File: config.mk
export PLATFORM = sky130hd
export DESIGN_NAME = cell_bist
export DESIGN_NICKNAME = d
export VERILOG_FILES = /design/src/rtl/cell_bist.sv
export SDC_FILE = /design/constraint.sdc
export NUM_CORES = 1
export LEC_CHECK = 0
export CORE_UTILIZATION = 45
export DETAILED_ROUTE_END_ITERATION = 7
export GPL_TIMING_DRIVEN = 0
export HOLD_SLACK_MARGIN = 0.02
export PLACE_DENSITY_LB_ADDON = 0.1
export SLEW_MARGIN = 0
export SYNTH_ARGS = -nofsm -noshare
export SYNTH_HDL_FRONTEND = slang
export SYNTH_SLANG_ARGS = --single-unit
File: constraint.sdc
create_clock -name CK -period 3.2 [get_ports CK]
set_input_delay 0.32 -clock CK [delete_from_list [all_inputs] [get_ports CK]]
set_output_delay 0.32 -clock CK [all_outputs]
set_load 0.05 [all_outputs]
File: src/rtl/cell_bist.sv
// BIST driver/checker for combinational library cells: walks every input pattern,
// folds the cell response into a Galois MISR and compares it against a golden signature.
module cell_bist #(
    parameter int              NIN  = 3,
    parameter int              NOUT = 1,
    parameter int              SIGW = 16,
    parameter logic [SIGW-1:0] POLY = 16'hB400,
    parameter logic [SIGW-1:0] SEED = 16'hFFFF
) (
    input  logic            CK,
    input  logic            R,
    input  logic            START,
    input  logic [SIGW-1:0] GOLDEN,
    output logic [NIN-1:0]  STIM,
    input  logic [NOUT-1:0] RESP,
    output logic            BUSY,
    output logic            DONE,
    output logic            PASS,
    output logic [SIGW-1:0] SIG
);

    localparam logic [1:0] IDLE   = 2'd0;
    localparam logic [1:0] APPLY  = 2'd1;
    localparam logic [1:0] SAMPLE = 2'd2;
    localparam logic [1:0] FIN    = 2'd3;

    // One extra counter bit keeps the terminal pattern distinct from a wrapped zero.
    localparam logic [NIN:0] LAST = {1'b0, {NIN{1'b1}}};

    logic [1:0]      state_q, state_d;
    logic [NIN:0]    cnt_q, cnt_d;
    logic [SIGW-1:0] sig_q, sig_d;
    logic [SIGW-1:0] gold_q, gold_d;
    logic            pass_q, pass_d;
    logic [SIGW-1:0] sig_step;
    logic            running;

    assign running  = (state_q == APPLY) || (state_q == SAMPLE);
    assign sig_step = {1'b0, sig_q[SIGW-1:1]} ^ (sig_q[0] ? POLY : '0) ^ SIGW'(RESP);

    always_comb begin
        state_d = state_q;
        cnt_d   = cnt_q;
        sig_d   = sig_q;
        gold_d  = gold_q;
        pass_d  = pass_q;
        case (state_q)
            IDLE: begin
                if (START) begin
                    gold_d  = GOLDEN;
                    cnt_d   = '0;
                    sig_d   = SEED;
                    state_d = APPLY;
                end
            end
            APPLY: begin
                state_d = SAMPLE;
            end
            SAMPLE: begin
                sig_d = sig_step;
                if (cnt_q == LAST) begin
                    // Case equality so an unknown response can never report a match.
                    pass_d  = (sig_step === gold_q);
                    state_d = FIN;
                end else begin
                    cnt_d   = cnt_q + 1'b1;
                    state_d = APPLY;
                end
            end
            default: begin
                state_d = IDLE;
            end
        endcase
    end

    always_ff @(posedge CK) begin
        if (R) begin
            state_q <= IDLE;
            cnt_q   <= '0;
            sig_q   <= SEED;
            gold_q  <= '0;
            pass_q  <= 1'b0;
        end else begin
            state_q <= state_d;
            cnt_q   <= cnt_d;
            sig_q   <= sig_d;
            gold_q  <= gold_d;
            pass_q  <= pass_d;
        end
    end

    assign STIM = running ? cnt_q[NIN-1:0] : '0;
    assign BUSY = running;
    assign DONE = (state_q == FIN);
    assign PASS = pass_q;
    assign SIG  = sig_q;

endmodule

==> impl_metrics.tcl <==
set metrics [dict create \
    r2r_cells 7 \
    post_drt_via_cell_ratio 4.929 \
    critPathKind "flip-flop to output port" \
    start_util 0.4682 \
    cts_resized 0 \
    fin_util 0.6213 \
    synthSimpleGateAreaFrac 0.2234 \
    final_layout_size_suffix_gt1_frac 0.04435 \
    gp_congestion 0.7820 \
    synthFlopType "dfxtp_1" \
    synthAdderAreaFrac 0.03650 \
    cts_buffers 5 \
    finClkSkew_ps 3.540 \
    async_flop_share 0 \
    power_w 0.001083 \
    routedWlPerCell_um 12.64 \
    die_x_um 63.72 \
    r2r-start "state_q[0]$_SDFFE_PP0P_" \
    cp-start-kind "flip-flop" \
    setup_viol 0 \
    crit_start "state_q[0]$_SDFFE_PP0P_" \
    grt_max_degree 12 \
    wl_met2_um 1547 \
    core-area_um2 3661 \
    ctsHoldBuffers 0 \
    end_kind "output port" \
    met3_length_um 141 \
    fin_crit_ps 2372 \
    rrSetupSlack_ps 1350 \
    h-tree-depth 2 \
    clock_sink_count 39 \
    drtPass1Iterations 4 \
    place_ws_ps 1168 \
    syn_avg_cell_area_um2 8.571 \
    clockBufferDepth 2 \
    slew_violations 0 \
    cp_max_fo 4 \
    dp_hpwl_um 2784 \
    port_buffers 40 \
    top_layer "met4" \
    grt_antenna_before_repair 0 \
    track_usage 0.2076 \
    synth_top_family_by_area "simple AND/OR/NAND/NOR gates" \
    ant_nets 0 \
    ir_drop_mv 0.2746 \
    max_freq_ghz 0.4216 \
    vias 1459 \
    drt_iter0_markers 80 \
    num_antenna_cells 0 \
    synth_cell_types 24 \
    cap_viol_max_count 0 \
    seq_area_um2 780.7 \
    layout.nets 272 \
    grt_pass1_wl_um 6299 \
    crit_path_end "STIM[2]" \
    synth_compound_area_frac 0.1445 \
    p_leak_nw 0.8155 \
    muxShareOfSynthArea 0.006569 \
    slew_headroom 0.6226 \
    yosysWarnings 0 \
    cts_root_buf "clkbuf_8" \
    final_common_cell "nand2_1" \
    outcome "completed" \
    die_h_um 63.72 \
    cts_tree "done" \
    cp.arrival_ps 2050 \
    synth-seq-cells 39 \
    die_area_um2 4060 \
    synth_area_leaders "dfxtp_1, nand2_1, a21oi_1" \
    synth_edf_count 0 \
    worstHoldPathCells 2 \
    io_pins 42 \
    r2r-end "cnt_q[3]$_SDFFE_PP0P_" \
    synth_top_area_share 0.4555 \
    synth_top_area_cell "dfxtp_1" \
    fin_ws_ps 828.2 \
    synth.yosys.seq_area_share 0.4555 \
    drc 0 \
    area_growth_pct 32.70 \
    syn_inst 200 \
    pwr_density_cell_nw_per_um2 475.9 \
    rsz0062_at_grt "no" \
    holdWs_ps 408.0 \
    grt-ovfl-total 0 \
    placementRows 22 \
    cp.required_ps 2880 \
    drt-met1-wl_um 1995 \
    grt_pass1_vias 1299 \
    fillers 354 \
    worst_pin_slew_ps 566.1 \
    final_cell_mix "nand2_1, clkdlybuf4s50_1, dfxtp_1" \
    hold_viol_final 0 \
    synthXorXnorAreaFrac 0.1022 \
    post-cts-setup-buffer-count 0 \
    synth_nets 225 \
    min_path_type "input pin to flip-flop" \
    finalSetupTns_ps 0 \
    post-route-period-util 0.7412 \
    multi_input_area_um2 879.6 \
    clock_latency_ps 290 \
    cts.reportedPaths.clkPinSlew_ps 70 \
    syn_area_um2 1714 \
    wirelength_um 3742 \
]
## cell usage after synthesis, types with 3 or more instances
cell type / n
nand2_1: 41
dfxtp_1: 39
a21oi_1: 23
nand2b_1: 18
o22ai_1: 16
clkbuf_1: 10
xnor2_1: 10
xor2_1: 10
ha_1: 5
and2_1: 4
nand4_1: 4
inv_1: 3
nand3_1: 3
## cell type report
| cell class | instances | share of cell area |
|---|---|---|
| inverter | 3 | 0.004950 |
| tap | 48 | 0.02640 |
| timing repair buffer | 40 | 0.1760 |
| clock buffer | 8 | 0.04400 |
| multi-input combinational | 147 | 0.3867 |
| sequential | 39 | 0.3432 |
| buffer | 11 | 0.01870 |
## sequential cells by signal, summed over array words and instances, names as in the netlist
name,cells
SIG,16
gold_q,16
cnt_q,4
state_q,2
PASS,1
## cells by family (layout without fill, tap and decap cells)
kind of cell	count (synthesis)	after routing
AND/OR/NAND/NOR	79	79
adder cells (fa/ha/maj)	5	5
multiplexers	1	1
AO/OA/AOI/OAI	42	42
XOR/XNOR	20	20
flip-flops	39	39
buffers and inverters	14	62
## through the flow
step | cell area, um^2 | cells
2_1_floorplan | 1714 | 200
3_3_place_gp | 2175 | 288
3_5_place_dp | 2175 | 288
4_1_cts | 2275 | 296
5_1_grt | 2275 | 296
6_report | 2275 | 296
## how the worst min path moves through the flow
stage / start / endpoint / slack [ps]
2_1_floorplan: gold_q[1]$_SDFFE_PP0P_ / gold_q[1]$_SDFFE_PP0P_ / 450
3_3_place_gp: gold_q[9]$_SDFFE_PP0P_ / gold_q[9]$_SDFFE_PP0P_ / 460
3_5_place_dp: gold_q[10]$_SDFFE_PP0P_ / gold_q[10]$_SDFFE_PP0P_ / 460
4_1_cts: R / gold_q[5]$_SDFFE_PP0P_ / 410
5_1_grt: R / gold_q[5]$_SDFFE_PP0P_ / 420
6_report: R / gold_q[5]$_SDFFE_PP0P_ / 410
## power breakdown
part	leakage (nW)	switching (W)	total, W	internal (W)
sequential	0.318	0.0000196	0.000528	0.000508
combinational	0.446	0.000112	0.000191	0.0000794
clock	0.0515	0.000167	0.000363	0.000197
total	0.815	0.000298	0.00108	0.000784
## worst max-delay path, cell delays in order, from the launching register on
cell and delay, ps:
dfxtp_1 400, inv_1 110, ha_1 340, and2_1 130, clkdlybuf4s50_1 790
## routing by layer
metal,global-route usage,vias to the layer above
li1,-,769
met1,0.2932,653
met2,0.2939,31
met3,0.06159,6
met4,0.07670,0
met5,0,-
Note: power is estimated with default switching activity, not from simulation.
